`config.mk`:
```
export PLATFORM = sky130hd
export DESIGN_NAME = param_seq_divider
export DESIGN_NICKNAME = d
export VERILOG_FILES = /design/src/rtl/param_seq_divider.sv
export SDC_FILE = /design/constraint.sdc
export NUM_CORES = 1
export LEC_CHECK = 0
export CAP_MARGIN = 10
export CORE_AREA = 2 2 137 139
export CTS_BUF_LIST = sky130_fd_sc_hd__clkbuf_2
export CTS_CLUSTER_DIAMETER = 80
export DETAILED_ROUTE_END_ITERATION = 7
export DIE_AREA = 0 0 139 141
export DONT_BUFFER_PORTS = 1
export PLACE_DENSITY = 0.82
export SYNTH_ARGS = -nofsm -noshare
export SYNTH_HDL_FRONTEND = slang
export SYNTH_SLANG_ARGS = --single-unit
```
`constraint.sdc`:
```
create_clock -name clock -period 4.45 [get_ports clock]
set_clock_uncertainty 0.1 [all_clocks]
set_input_delay 0.6675 -clock clock [delete_from_list [all_inputs] [get_ports clock]]
set_output_delay 0.6675 -clock clock [all_outputs]
set_load 0.02 [all_outputs]
```
`src/rtl/param_seq_divider.sv`:
```
// param_seq_divider
//   Multi-cycle restoring divider, one quotient bit per clock, MSB first.
//   Operands are reduced to unsigned magnitudes when the operation is accepted.
//   The signs are reapplied in a final fix-up cycle. The quotient truncates
//   toward zero and the remainder takes the sign of the dividend.
//
// Ports
//   clock        rising-edge clock
//   reset_n      asynchronous active-low reset
//   start        request; accepted only while busy=0
//   signed_mode  1 = two's-complement operands, 0 = unsigned (sampled with start)
//   a, b         dividend / divisor (sampled with start)
//   busy         operation in progress
//   done         one-cycle pulse when q/r/div_by_zero are updated
//   q, r         registered quotient / remainder, held until the next done
//   div_by_zero  set with done when the sampled divisor was zero
//
// state  | meaning
// -------+----------------------------------------------------------------
// S_IDLE | waiting for start; a zero divisor is answered here in one edge
// S_CALC | WIDTH shift/subtract iterations, counter counts WIDTH down to 1
// S_FIX  | apply result signs, pulse done, drop busy
module param_seq_divider #(
  parameter int WIDTH = 32,
  parameter int CNT_W = $clog2(WIDTH + 1)
) (
  input  logic             clock,
  input  logic             reset_n,
  input  logic             start,
  input  logic             signed_mode,
  input  logic [WIDTH-1:0] a,
  input  logic [WIDTH-1:0] b,
  output logic             busy,
  output logic             done,
  output logic [WIDTH-1:0] q,
  output logic [WIDTH-1:0] r,
  output logic             div_by_zero
);

  typedef enum logic [1:0] {
    S_IDLE = 2'd0,
    S_CALC = 2'd1,
    S_FIX  = 2'd2
  } state_t;

  localparam logic [CNT_W-1:0] CNT_ONE = CNT_W'(1);

  state_t           state_q;
  logic [WIDTH-1:0] dvd_q;      // dividend magnitude; quotient bits shift in at the LSB
  logic [WIDTH-1:0] dvs_q;
  logic [WIDTH-1:0] rem_q;
  logic [CNT_W-1:0] cnt_q;
  logic             neg_quot_q;
  logic             neg_rem_q;
  logic             busy_q;
  logic             done_q;
  logic [WIDTH-1:0] q_q;
  logic [WIDTH-1:0] r_q;
  logic             dbz_q;

  logic             a_neg;
  logic             b_neg;
  logic [WIDTH-1:0] a_mag;
  logic [WIDTH-1:0] b_mag;
  logic [WIDTH:0]   rem_shift;
  logic             rem_ge;
  logic [WIDTH-1:0] rem_diff;
  logic [WIDTH-1:0] rem_d;
  logic [WIDTH-1:0] dvd_d;

  // The magnitude of the most-negative value is 2^(WIDTH-1), which still
  // fits in WIDTH unsigned bits, so no special case is needed.
  assign a_neg = signed_mode & a[WIDTH-1];
  assign b_neg = signed_mode & b[WIDTH-1];
  assign a_mag = a_neg ? -a : a;
  assign b_mag = b_neg ? -b : b;

  // The shifted partial remainder needs WIDTH+1 bits for the compare. After a
  // subtraction the difference is below the divisor, so WIDTH bits hold it.
  assign rem_shift = {rem_q, dvd_q[WIDTH-1]};
  assign rem_ge    = rem_shift >= {1'b0, dvs_q};
  assign rem_diff  = rem_shift[WIDTH-1:0] - dvs_q;
  assign rem_d     = rem_ge ? rem_diff : rem_shift[WIDTH-1:0];
  assign dvd_d     = {dvd_q[WIDTH-2:0], rem_ge};

  always_ff @(posedge clock or negedge reset_n) begin
    if (!reset_n) begin
      state_q    <= S_IDLE;
      dvd_q      <= '0;
      dvs_q      <= '0;
      rem_q      <= '0;
      cnt_q      <= '0;
      neg_quot_q <= 1'b0;
      neg_rem_q  <= 1'b0;
      busy_q     <= 1'b0;
      done_q     <= 1'b0;
      q_q        <= '0;
      r_q        <= '0;
      dbz_q      <= 1'b0;
    end else begin
      done_q <= 1'b0;
      case (state_q)
        S_IDLE: begin
          if (start) begin
            if (b == '0) begin
              q_q    <= '1;
              r_q    <= a;
              dbz_q  <= 1'b1;
              done_q <= 1'b1;
            end else begin
              dvd_q      <= a_mag;
              dvs_q      <= b_mag;
              rem_q      <= '0;
              neg_quot_q <= a_neg ^ b_neg;
              neg_rem_q  <= a_neg;
              cnt_q      <= CNT_W'(WIDTH);
              busy_q     <= 1'b1;
              state_q    <= S_CALC;
            end
          end
        end
        S_CALC: begin
          rem_q <= rem_d;
          dvd_q <= dvd_d;
          cnt_q <= cnt_q - CNT_ONE;
          if (cnt_q == CNT_ONE) begin
            state_q <= S_FIX;
          end
        end
        S_FIX: begin
          q_q     <= neg_quot_q ? -dvd_q : dvd_q;
          r_q     <= neg_rem_q ? -rem_q : rem_q;
          dbz_q   <= 1'b0;
          done_q  <= 1'b1;
          busy_q  <= 1'b0;
          state_q <= S_IDLE;
        end
        default: begin
          busy_q  <= 1'b0;
          state_q <= S_IDLE;
        end
      endcase
    end
  end

  assign busy        = busy_q;
  assign done        = done_q;
  assign q           = q_q;
  assign r           = r_q;
  assign div_by_zero = dbz_q;

endmodule
```
==> summary.txt <==
Initial antenna violation count - 1
Crit end category - flip-flop
Clk_lat worst skew - 0.84 ns
Data arrival, critical path - 4.73 ns
Leakage - 5.21 nW
Die outline height - 141 um
Overall power - 10.0 mW
Reg-to-Reg Start - dvd_q[31]$_DFFE_PN0P_
Ys async rst share - 1.00
Relative slew slack - 0.257
Routed wire length - 30900 um
Yosys reg bits - 173
Sequential share of the synthesized area - 0.373
Worst slack at placement - 0.559 ns
Post-route worst hold slack - -0.0130 ns
Peak supply drop - 0.384 mV
Crit path top cell by count - dlygate4sd3_1
Commonest non-fill, non-tap cell in the layout - o21ai_0
Total number of vias - 10101
P_sw - 4.98 mW
Min Tclk post-route - 4.09 ns
Cts repair resizes - 0
Ys flop type - dfrtp_1
First-pass GRT wire length - 49500 um
Count of different cell masters after synthesis - 66
Yosys warns - 0
Root buf cell - clkbuf_2
MaxCap Viol Count - 0
Buffers on Ports - 0
H-tree Lvls - 4
Die W - 139 um
Standard-cell rows - 50
Worst-path clk slew - 0.25 ns
WP data required - 5.08 ns
Clk sinks - 173
Final Hold Viols - 2
Layout cells sized above 1 - 0.0458
GPL Wtd Cong - 0.893
Hold Crit Start - b[11]
Core area - 18300 um2
CTS tree - done
Status - finished, violations left
Power Density - 796 nW/um2
Final setup fails - 0
RSZ-0062 raised after global routing - false
Clock group share of total power - 0.087
Clock Tree Buf Depth - 2
CP Cell Sequence - dlygate4sd3_1 -> inv_1 -> ha_1 -> nor3b_1 -> nand4_1 -> or4b_1 -> or3_4 -> and2_2 -> nand3_1 -> dlygate4sd3_1 -> nand2_1
Tcrit/Tclk final - 0.920
Max Slew Vio Count - 0
FMAX - 244 MHz
Final WS setup - 0.356 ns
Crit path from - b[0]
Largest net degree at the start of global routing - 174
CP Class - in2reg
DR iter-0 viols - 941
CP peak stage delay - 0.59 ns
Die area - 19600 um2
Vias in the first global route - 9577
DP HPWL - 21300 um
Drt pass-1 iters - 8
Avg WL per Cell - 19.2 um
Slowest library cell on the worst path - or4b_1
Hold crit path type - in2reg
CTS buffer count - 17
Most frequent cells in the layout - o21ai_0, dfrtp_1, nand2_1, inv_1, a21oi_1
Flop2flop setup slack - 0.94 ns
GRT overflow - 0
Area growth from synthesis to layout - 8.40%
GRT Overall Usage - 0.313
Critical path launch point type - input pin
Post-synthesis cell count - 1340
Syn Nets - 1447
Setup_tns - 0 ns
Comb pwr share - 0.558
Worst-Margin Slew - 1.11 ns
Internal power - 5.02 mW
Ports - 135
Crit-path max FO - 64
Number of synthesized flops with an enable pin - 0
Final nets - 1470
Mapped Area - 11600 um2
Avg Cell Area, Syn - 8.65 um2
DRC - 4
Net Sw Frac - 0.498
Utilization after layout - 0.688
Violated checks - DRC, hold timing
Post-DRT Antenna Nets - 0
Initial Utilization - 0.635
Register share of total power - 0.354
Vias per cell - 6.27
-- synthesized netlist by cell type, types with 7 or more instances --
library cell  number  share of area
xor2_1            72          0.054
dfrtp_1          173           0.37
nor4_1            10         0.0054
nand2_1          153          0.050
nand3_1           19         0.0082
buf_2              8         0.0035
or3_1             19          0.010
and2_1             8         0.0043
or4_1              9         0.0058
xnor2_1           79          0.060
o21ai_0          182          0.079
buf_6             10         0.0097
ha_1              38          0.041
nand4_1            9         0.0049
nand2b_1           9         0.0049
mux2i_1           54          0.047
a31oi_1            7         0.0038
o31ai_1           23          0.015
o21a_1             8         0.0052
a222oi_1          23          0.020
nor2_1            62          0.020
o41ai_1           13         0.0098
a21oi_1           83          0.036
a21o_1            11         0.0071
clkbuf_1          52          0.017
nor3_1            29          0.013
inv_1             83          0.027
-- layer usage --
layer	vias to the layer above	wire (um)	track usage
li1	4819	-	-
met1	4794	12900	0.406
met2	413	15000	0.534
met3	75	2110	0.0533
met4	0	919	0.108
met5	-	0	0
-- cell families after synthesis --
logic type,Yosys count,share of synthesized area
XOR/XNOR,151,0.114
AND/OR/NAND/NOR,364,0.152
buffers and inverters,157,0.0588
AO/OA/AOI/OAI,402,0.212
adder cells (fa/ha/maj),39,0.0427
flip-flops,173,0.373
multiplexers,54,0.0466
-- power by group through the flow --
stage / Clock, mW / Combinational [mW] / Sequential [mW]
global placement: 0 / 5.28 / 3.52
finish: 0.873 / 5.58 / 3.55
CTS: 0.873 / 5.54 / 3.52
global route: 0.927 / 6.23 / 3.65
floorplan: 0 / 4.44 / 3.25
detailed placement: 0 / 5.43 / 3.56
-- registers in the layout, summed over array words and instances (netlist names) --
signal	flops
div_by_zero	1
r	32
neg_quot_q	1
cnt_q	6
rem_q	32
busy	1
dvs_q	32
q	32
neg_rem_q	1
state_q	2
done	1
dvd_q	32
-- cell type report --
cell class	instances	area (um2)
clock inverters	14	159
multi-input cells	1010	6610
repair buffers	78	778
inverters	83	312
well taps	234	293
diodes	1	2.50
clock buffers	17	85.1
fillers	1484	5700
flip-flops and latches	173	4330
-- worst paths after layout --
| kind | cells past startpoint | endpoint |
|---|---|---|
| setup / recovery | 11 | neg_quot_q$_DFFE_PN0P_ |
| hold / removal | 3 | dvs_q[11]$_DFFE_PN0P_ |
| setup reg to reg | 13 | rem_q[26]$_DFFE_PN0P_ |
| hold reg to reg | 2 | dvs_q[25]$_DFFE_PN0P_ |
| max in group asynchronous | 2 | r[9]$_DFFE_PN0P_ |
| min in group asynchronous | 2 | q[0]$_DFFE_PN0P_ |
-- worst max-delay path, delay by kind of cell --
family	cells	cell delay, ns
adder cells (fa/ha/maj)	1	0.16
buffers and inverters	3	1.20
AND/OR/NAND/NOR	7	2.69
-- timing repair --
action,CTS,global route
endpoints found under the hold margin,247,0
setup endpoints to repair,0,0
setup buffers,0,0
hold buffers,65,0
-- through the flow --
stage / std cells / cell area [um2] / hold WS [ns]
2_1_floorplan: 1340 / 11600 / 0.272
3_3_place_gp: 1513 / 11600 / 0.278
3_5_place_dp: 1513 / 11600 / 0.277
4_1_cts: 1609 / 12600 / 0.00227
5_1_grt: 1610 / 12600 / 0.00646
6_report: 1610 / 12600 / -0.0130
No activity file was read; power rests on OpenSTA's default activity.
